`src/rtl/alu_issue_if.sv`:
```
// Bus bundle between the issue sequencer and its environment: instruction
// handshake, register-file read/write ports and the ALU control/data lines.
interface alu_issue_if;
    logic        instr_valid;
    logic        instr_ready;
    logic [31:0] instr;
    logic [4:0]  rs1_addr;
    logic [4:0]  rs2_addr;
    logic [31:0] rs1_data;
    logic [31:0] rs2_data;
    logic        alu_enable;
    logic [2:0]  alu_funct3;
    logic [6:0]  alu_funct7;
    logic [31:0] alu_operand_0;
    logic [31:0] alu_operand_1;
    logic [31:0] alu_result;
    logic        rd_we;
    logic [4:0]  rd_addr;
    logic [31:0] rd_data;
    logic        illegal;
    logic        busy;

    // The environment: fetch, register file and ALU.
    modport master (
        output instr_valid, instr, rs1_data, rs2_data, alu_result,
        input  instr_ready, rs1_addr, rs2_addr, alu_enable, alu_funct3, alu_funct7,
               alu_operand_0, alu_operand_1, rd_we, rd_addr, rd_data, illegal, busy
    );

    // The issue sequencer itself.
    modport slave (
        input  instr_valid, instr, rs1_data, rs2_data, alu_result,
        output instr_ready, rs1_addr, rs2_addr, alu_enable, alu_funct3, alu_funct7,
               alu_operand_0, alu_operand_1, rd_we, rd_addr, rd_data, illegal, busy
    );
endinterface

```
`src/rtl/alu_issue.sv`:
```
// Issue/writeback sequencer: decodes one RV32I OP/OP-IMM instruction, reads
// its operands, drives the clocked ALU for ALU_LATENCY cycles and writes rd.
module alu_issue #(
    parameter int unsigned ALU_LATENCY = 1
) (
    input  logic        clock,
    input  logic        reset_n,
    alu_issue_if.slave  bus
);

    typedef enum logic [1:0] {IDLE, READ, EXEC, WB} state_t;

    localparam logic [3:0] LAT_M1 = 4'(ALU_LATENCY - 1);

    state_t      state;
    state_t      state_next;
    logic [31:0] instr_q;
    logic [31:0] operand_0_q;
    logic [31:0] operand_1_q;
    logic [31:0] rd_data_q;
    logic [2:0]  funct3_q;
    logic [6:0]  funct7_q;
    logic [3:0]  count_q;

    logic        dec_illegal;
    logic        dec_use_imm;
    logic [6:0]  dec_funct7;
    logic [31:0] dec_imm;

    // Shift immediates pass instr[31:25] through; every other OP-IMM forces
    // funct7 to zero so a negative ADDI immediate can never select SUB.
    always_comb begin
        dec_illegal = 1'b0;
        dec_use_imm = 1'b0;
        dec_funct7  = 7'h00;
        dec_imm     = {{20{instr_q[31]}}, instr_q[31:20]};
        case (instr_q[6:0])
            7'b0110011: begin
                dec_funct7  = instr_q[31:25];
                dec_illegal = (instr_q[31:25] != 7'h00) && (instr_q[31:25] != 7'h20);
            end
            7'b0010011: begin
                dec_use_imm = 1'b1;
                if (instr_q[14:12] == 3'b001) begin
                    dec_funct7  = instr_q[31:25];
                    dec_illegal = (instr_q[31:25] != 7'h00);
                end else if (instr_q[14:12] == 3'b101) begin
                    dec_funct7  = instr_q[31:25];
                    dec_illegal = (instr_q[31:25] != 7'h00) && (instr_q[31:25] != 7'h20);
                end
            end
            default: dec_illegal = 1'b1;
        endcase
    end

    always_ff @(posedge clock or negedge reset_n) begin
        if (!reset_n) state <= IDLE;
        else          state <= state_next;
    end

    always_comb begin
        state_next      = state;
        bus.instr_ready = 1'b0;
        bus.busy        = 1'b1;
        bus.alu_enable  = 1'b0;
        bus.illegal     = 1'b0;
        bus.rd_we       = 1'b0;
        case (state)
            IDLE: begin
                bus.instr_ready = 1'b1;
                bus.busy        = 1'b0;
                if (bus.instr_valid) state_next = READ;
            end
            READ: begin
                bus.illegal = dec_illegal;
                state_next  = dec_illegal ? IDLE : EXEC;
            end
            EXEC: begin
                bus.alu_enable = 1'b1;
                if (count_q == 4'd0) state_next = WB;
            end
            WB: begin
                bus.rd_we  = (instr_q[11:7] != 5'd0);
                state_next = IDLE;
            end
            default: state_next = IDLE;
        endcase
    end

    // Operands and ALU controls are only updated by a legal READ, so they
    // keep their last values through IDLE, WB and rejected instructions.
    always_ff @(posedge clock or negedge reset_n) begin
        if (!reset_n) begin
            instr_q     <= 32'd0;
            operand_0_q <= 32'd0;
            operand_1_q <= 32'd0;
            rd_data_q   <= 32'd0;
            funct3_q    <= 3'd0;
            funct7_q    <= 7'd0;
            count_q     <= 4'd0;
        end else begin
            case (state)
                IDLE: if (bus.instr_valid) instr_q <= bus.instr;
                READ: if (!dec_illegal) begin
                    operand_0_q <= bus.rs1_data;
                    operand_1_q <= dec_use_imm ? dec_imm : bus.rs2_data;
                    funct3_q    <= instr_q[14:12];
                    funct7_q    <= dec_funct7;
                    count_q     <= LAT_M1;
                end
                EXEC: begin
                    if (count_q == 4'd0) rd_data_q <= bus.alu_result;
                    else                 count_q   <= count_q - 4'd1;
                end
                default: ;
            endcase
        end
    end

    assign bus.rs1_addr      = instr_q[19:15];
    assign bus.rs2_addr      = instr_q[24:20];
    assign bus.rd_addr       = instr_q[11:7];
    assign bus.rd_data       = rd_data_q;
    assign bus.alu_funct3    = funct3_q;
    assign bus.alu_funct7    = funct7_q;
    assign bus.alu_operand_0 = operand_0_q;
    assign bus.alu_operand_1 = operand_1_q;

endmodule
```
`src/flat_wrapper.sv`:
```
// flat-port wrapper written by rule: the top's interface ports become plain ports
module alu_issue_flat 
#(
    parameter int unsigned ALU_LATENCY = 1
)
  (clock, reset_n, bus_instr_valid, bus_instr, bus_rs1_data, bus_rs2_data, bus_alu_result, bus_instr_ready, bus_rs1_addr, bus_rs2_addr, bus_alu_enable, bus_alu_funct3, bus_alu_funct7, bus_alu_operand_0, bus_alu_operand_1, bus_rd_we, bus_rd_addr, bus_rd_data, bus_illegal, bus_busy);
  alu_issue_if bus_i ();
  input  logic clock;
  input  logic reset_n;
  input wire logic [$bits(bus_i.instr_valid)-1:0] bus_instr_valid;
  input wire logic [$bits(bus_i.instr)-1:0] bus_instr;
  input wire logic [$bits(bus_i.rs1_data)-1:0] bus_rs1_data;
  input wire logic [$bits(bus_i.rs2_data)-1:0] bus_rs2_data;
  input wire logic [$bits(bus_i.alu_result)-1:0] bus_alu_result;
  output wire logic [$bits(bus_i.instr_ready)-1:0] bus_instr_ready;
  output wire logic [$bits(bus_i.rs1_addr)-1:0] bus_rs1_addr;
  output wire logic [$bits(bus_i.rs2_addr)-1:0] bus_rs2_addr;
  output wire logic [$bits(bus_i.alu_enable)-1:0] bus_alu_enable;
  output wire logic [$bits(bus_i.alu_funct3)-1:0] bus_alu_funct3;
  output wire logic [$bits(bus_i.alu_funct7)-1:0] bus_alu_funct7;
  output wire logic [$bits(bus_i.alu_operand_0)-1:0] bus_alu_operand_0;
  output wire logic [$bits(bus_i.alu_operand_1)-1:0] bus_alu_operand_1;
  output wire logic [$bits(bus_i.rd_we)-1:0] bus_rd_we;
  output wire logic [$bits(bus_i.rd_addr)-1:0] bus_rd_addr;
  output wire logic [$bits(bus_i.rd_data)-1:0] bus_rd_data;
  output wire logic [$bits(bus_i.illegal)-1:0] bus_illegal;
  output wire logic [$bits(bus_i.busy)-1:0] bus_busy;
  assign bus_i.instr_valid = bus_instr_valid;
  assign bus_i.instr = bus_instr;
  assign bus_i.rs1_data = bus_rs1_data;
  assign bus_i.rs2_data = bus_rs2_data;
  assign bus_i.alu_result = bus_alu_result;
  assign bus_instr_ready = bus_i.instr_ready;
  assign bus_rs1_addr = bus_i.rs1_addr;
  assign bus_rs2_addr = bus_i.rs2_addr;
  assign bus_alu_enable = bus_i.alu_enable;
  assign bus_alu_funct3 = bus_i.alu_funct3;
  assign bus_alu_funct7 = bus_i.alu_funct7;
  assign bus_alu_operand_0 = bus_i.alu_operand_0;
  assign bus_alu_operand_1 = bus_i.alu_operand_1;
  assign bus_rd_we = bus_i.rd_we;
  assign bus_rd_addr = bus_i.rd_addr;
  assign bus_rd_data = bus_i.rd_data;
  assign bus_illegal = bus_i.illegal;
  assign bus_busy = bus_i.busy;
  alu_issue #(.ALU_LATENCY(ALU_LATENCY)) u_core (.clock(clock), .reset_n(reset_n), .bus(bus_i));
endmodule
```
`config.mk`:
```
export PLATFORM = sky130hd
export DESIGN_NAME = alu_issue_flat
export DESIGN_NICKNAME = d
export VERILOG_FILES = /design/src/rtl/alu_issue_if.sv /design/src/rtl/alu_issue.sv /design/src/flat_wrapper.sv
export SDC_FILE = /design/constraint.sdc
export NUM_CORES = 1
export LEC_CHECK = 0
export ABC_CLOCK_PERIOD_IN_PS = 3400
export CAP_MARGIN = 10
export CELL_PAD_IN_SITES_DETAIL_PLACEMENT = 0
export CELL_PAD_IN_SITES_GLOBAL_PLACEMENT = 1
export CORE_UTILIZATION = 33
export CTS_BUF_LIST = sky130_fd_sc_hd__clkbuf_2 sky130_fd_sc_hd__clkbuf_4 sky130_fd_sc_hd__clkbuf_8
export DETAILED_ROUTE_END_ITERATION = 7
export HOLD_SLACK_MARGIN = 0.06
export PLACE_DENSITY = 0.84
export SLEW_MARGIN = 30
export SYNTH_ARGS = -nofsm -noshare
export SYNTH_HDL_FRONTEND = slang
export SYNTH_SLANG_ARGS = --single-unit
```
`constraint.sdc`:
```
create_clock -name clock -period 3.4 [get_ports clock]
set_clock_uncertainty 0.1 [all_clocks]
set_input_delay 1.02 -clock clock [delete_from_list [all_inputs] [get_ports clock]]
set_output_delay 1.02 -clock clock [all_outputs]
set_load 0.02 [all_outputs]
```
# After elaboration in Yosys (flattened, before gate mapping)
# Cells that the tools add are included.
# W data, S select, Z words.
[word_totals]
ff_bits = 144
inputBits = 131
word_cells = 53
out_inout_bits = 126
[classes]
n_mux = 20
n_bitwise = 1
n_eq_ne = 12
add_sub_neg = 1
n_reduce_logical = 11
[op_table]
columns = ["cell", "n"]
rows = [
  ["$mux W32", 1],
  ["$mux W7", 2],
  ["$pmux W7 S2", 1],
  ["$mux W1", 8],
  ["$mux W4", 2],
  ["$pmux W2 S4", 1],
  ["$pmux W4 S2", 1],
  ["$reduce_and A2 Y1", 4],
  ["$eq A7 B5 Y1 const B", 1],
  ["$eq A7 B6 Y1 const B", 1],
  ["$ne A7 B6 Y1 const B", 1],
  ["$reduce_bool A7 Y1", 1],
  ["$mux W2", 3],
  ["$ne A2 B2 Y1 const B", 3],
  ["$reduce_bool A5 Y1", 1],
  ["$eq A2 B2 Y1 const B", 2],
  ["$logic_not A4 Y1", 1],
  ["$sub A4 B1 Y4 const B", 1],
  ["$eq A3 B1 Y1 const B", 1],
  ["$eq A3 B3 Y1 const B", 1],
  ["$reduce_and A3 Y1", 1],
  ["$eq A2 B1 Y1 const B", 1],
  ["$logic_not A2 Y1", 1],
  ["$ne A2 B1 Y1 const B", 1],
  ["4 further kinds", 4],
]

# Longest topological paths before layout
[depth]
depth_word = 7
ltp_mapped = 7
ltp_nobuf = 7

# Worst setup path after synthesis
# Ideal clock, no wire load.
[synth_path]
kind = "reg2out"
startpoint = "reg u_core.instr_q[29]"
endpoint = "out bus_illegal"
path_stages_with_launch = 5
n_path_buf = 0
arrival_time_ps = 1778
slack_ps = 502
required_time_ps = 2280
path_cell_list = "dfrtp_1 -> or4_1 -> o32a_1 -> o21ai_0 -> inv_1"
[synth_via]
elab_chain_len = 6
elab_cells_between_ends = 7
cone_classes = "1 x eq/ne; 4 x mux; 2 x reduce/logical"
[synth_lines]
columns = ["element", "line_no", "source"]
rows = [
  ["from (decl)", "alu_issue.sv:17", "logic [31:0] instr_q;"],
  ["from (signal assigned)", "alu_issue.sv:103", "IDLE: if (bus.instr_valid) instr_q <= bus.instr;"],
  ["$ne A7 B6 Y1 / $reduce_bool A7 Y1 (equally long branches)", "alu_issue.sv:40, alu_issue.sv:49, alu_issue.sv:46", ""],
  ["$logic_and A1 B1 Y1", "alu_issue.sv:40, alu_issue.sv:49", ""],
  ["$mux W1", "alu_issue.sv:47", "end else if (instr_q[14:12] == 3'b101) begin"],
  ["$mux W1", "alu_issue.sv:44", "if (instr_q[14:12] == 3'b001) begin"],
  ["$pmux W1 S2 *", "alu_issue.sv:37", "case (instr_q[6:0])"],
  ["$mux W1 *", "alu_issue.sv:68", "case (state)"],
  ["to (decl)", "flat_wrapper.sv:26", "output wire logic [$bits(bus_i.illegal)-1:0] bus_illegal;"],
]
# Every way passes the cells marked *; elsewhere a longest branch is shown, timed or not.

# Worst setup path in the final report
# Ends and elaborated chain as after synthesis.

==> results <==
- Traced cell by cell, the critical path runs through or4_4, o32a_1, o21ai_2, inv_1, buf_2.
- The count of instances resized after the clock tree is built is 7.
- The combined area of all synthesized cells is 0.005813 sq mm.
- Once detailed placement completed, the half-perimeter wirelength came to 10.69 mm.
- Summing internal, switching and leakage power gives 7.709 mW.
- The instance count after placement with tap cells included is 888.
- The dominant synthesized flop cell is dfrtp_1.
- The post-synthesis cell type with the largest combined area is dfrtp_1.
- The post-synth net total is 571.
- On the critical path, the stage with the largest delay is an instance of or4_4.
- For the worst-skew pair, the clock arrives at the later sink with an insertion delay of 430 ps.
- The depth of the CTS H-tree is 4.
- The via count of the first global-routing pass was 4441.
- Clock tree synthesis inserted a total of 17 buffers.
- The slew at the pin closest to its max-slew limit is 779.7 ps.
- In the final layout, the share of cells above drive strength 1 is 20.86%.
- Buffers inserted to repair hold after CTS numbered 0.
- The area of the core region is 0.01724 sq mm.
- Pin placement for this block handled 257 I/O pins.
- Of the post-synthesis cell area, the dominant cell type holds 61.99%.
- The number of enable flip-flop cells after synthesis is 0.
- The register clock-pin slew on the reported worst setup and hold paths is 80 ps.
- The post-layout minimum cycle time is 3289 ps.
- The critical path's largest stage delay is 540 ps.
- Of the synthesized area, sequential elements account for 61.99%.
- In the global route stage, overall resource usage came out at 16.40%.
- The number of search-and-repair iterations in the first detailed-routing pass is 4.
- Dividing the detail-routed via count by the number of cells gives 4.551.
- The first-iteration detailed-routing DRC count is 88.
- The width of the die is 134.7 microns.
- The worst hold path class is reg2reg.
- The worst setup path is of the reg2out kind.
- For this design the ratio of total power to cell area is 859.9 mW/mm^2.
- The most common cell in the synthesized netlist is dfrtp_1.
- After synthesis, the most frequently instantiated cells are dfrtp_1 (144), mux2_2 (97), nand2_1 (39), o21ai_0 (34), a21oi_1 (22).
- The count of nets left with antenna violations once routing finished came out at 0.
- The initial antenna violation count was 0.
- Yosys attributes the largest share of cell area to dfrtp_1 (62%), mux2_2 (19%), o21ai_0 (2.9%).
- The average wire length per cell after detail routing is 15.86 microns.
- The count of buffers inserted at the top-level ports is 256.
- After layout, the worst path uses 96.72% of the clock period.
- Leaving out filler cells and counting taps, the final layout contains 920.
- The post-synthesis cell count is 435.
- The max-slew violation total from the final report is 0.
- The peak supply drop is 0.3742 mV.
- Setup violations remaining at the end of the flow were counted as 0.
- STA classifies the critical path startpoint as a register.
- The final global-route overflow total is 0.
- Data arrives at the worst endpoint at 2170 ps.
- The congestion estimate from routability-driven global placement came to 0.8478.
- The height of the die is 134.7 microns.
- The kind of cell with the highest combined delay along the critical path is compound AO/OA/AOI/OAI gates.
- For this run, the share of the core covered by cells in the final layout is 52.01%.
- The maximum fanout encountered on the critical timing path is 3.
- The largest net degree at the start of global routing is 62.
- STA puts the critical path data required time at 2280 ps.
- Setup repair after global routing left no endpoint under its margin.
- The worst setup path is captured at an output port.
- The longest clock path from root to sink contains 2 buffers.
- The final worst hold slack is 378.7 ps.
- At the end of the flow, the number of nets in the layout was 818.
- The floorplan has 48 rows.
- After clock tree synthesis, the setup repair step added 0 buffers.
- The hold violation total from the final report is 0.
- In the routed design, unresolved DRC markers number 0.
- The synthesis-to-layout area growth is 54.22%.
- The reported max-cap violation count is 0.
- Derived from the worst setup path, the maximum achievable clock frequency is 304.1 MHz.
- The Yosys warning count is 0.
- The effective utilization at floorplan is 33.73%.
- A synthesized cell averages 13.36 sq um.
- The overall die area is 0.01815 sq mm.
- The total number of vias is 4187.
- The worst pin sits at a relative slew slack of 48.02%.
- Clock tree synthesis found a total of 144 sinks.
- The routed wire length is 14.59 mm.
- The tree is rooted in a clkbuf_8.
- Synthesis instantiated 34 different standard cells from the library.
- The fraction of registers with async set/reset is 100.0%.
- The static leakage is 3.909 nW.
- The wire length of the first global-routing pass is 22.73 mm.
- The antenna diode instance count is 0.
- The critical path contains buffers and inverters numbering 2 combined.
- The run finished with clean final reports.
- TritonCTS built the clock tree.
- In this run, synthesis produced a sequential element count of 144.
-- worst min-delay path, cell delays in order, from the launching register on --
cell	delay [ps]
dfrtp_1	350
nand2_1	40
o21ai_0	60
-- cell type report --
class,instances,area [sq um]
Timing Repair Buffer,265,2639
Fill cell,1494,8272
Sequential cell,144,3603
Multi-Input combinational cell,245,1983
Clock buffer,22,290.3
Inverter,9,33.78
Clock inverter,10,133.9
Tap cell,225,281.5
-- flip-flops by register name, indices dropped and copies added (netlist names), named ones only --
| register | count |
|---|---|
| u_core.instr_q | 32 |
| u_core.bus.alu_operand_1 | 32 |
| u_core.bus.rd_data | 32 |
| u_core.count_q | 4 |
| u_core.bus.alu_funct7 | 7 |
| u_core.bus.alu_funct3 | 3 |
| u_core.state | 1 |
| u_core.bus.alu_operand_0 | 32 |
-- stage by stage --
step	instance area, sq um	setup TNS [ps]	setup slack (ps)
floorplan	5813	0	502.4
global placement	8538	-2.083	-2.083
detailed placement	8538	0	13.27
CTS	8965	0	51.08
global route	8965	0	9.026
finish	8965	0	111.4
-- routing by layer --
layer  share of wire (%)  vias to the layer above  GRT usage, %
met5                   0                        -             0
met4                 1.4                        0         5.743
met3                 7.4                       17         5.743
met2                  51                      163         28.35
met1                  40                     2022         18.74
li1                    -                     1985             -
-- power breakdown --
| group | leakage, nW | switching (mW) | total (mW) | internal (mW) |
|---|---|---|---|---|
| sequential | 1.64 | 0.422 | 2.88 | 2.46 |
| combinational | 2.05 | 1.58 | 3.39 | 1.81 |
| clock | 0.215 | 0.639 | 1.44 | 0.797 |
| total | 3.91 | 2.64 | 7.71 | 5.07 |
-- cells in the final DEF (no fill, tap or decap), drive strengths merged --
master           n
ha               5
buf             11
clkinvlp         2
nor2             2
o32a             1
a22o             1
or4              4
o31a             1
mux2i           13
nand3b           2
nor2b            1
nor4             1
o21ai           34
o31ai            2
nand2           39
o22ai            1
clkdlybuf4s50  254
o22a             1
o21a             1
dfrtp          144
clkinv           5
a21oi           22
nand3            3
nand2b           1
inv              9
and3             1
bufinv           3
or2              1
mux2            99
o2bb2ai          1
clkbuf          22
and3b            1
nor3b            1
and2             6
-- cell families (layout without fill, tap and decap cells) --
| logic type | after synthesis | in the layout | share of synthesized area, % |
|---|---|---|---|
| AO/OA/AOI/OAI | 65 | 65 | 6.091 |
| adder cells (fa/ha/maj) | 5 | 5 | 1.076 |
| buffers and inverters | 46 | 306 | 4.068 |
| flip-flops | 144 | 144 | 61.99 |
| multiplexers | 112 | 112 | 21.42 |
| AND/OR/NAND/NOR | 63 | 63 | 5.360 |
-- worst paths after layout --
kind                                              from                      endpoint  slack [ps]  depth (start not counted)
setup / recovery                    u_core.instr_q[29]                   bus_illegal         110                          5
hold / removal             u_core.bus.alu_operand_1[3]   u_core.bus.alu_operand_1[3]         380                          2
setup reg to reg                    u_core.instr_q[29]  u_core.bus.alu_operand_0[26]         980                          5
hold reg to reg            u_core.bus.alu_operand_1[3]   u_core.bus.alu_operand_1[3]         380                          2
max in group asynchronous                      reset_n      u_core.bus.alu_funct3[2]        1950                          2
min in group asynchronous                      reset_n        u_core.bus.rd_data[22]         450                          1
No activity file was read; power rests on OpenSTA's default activity.
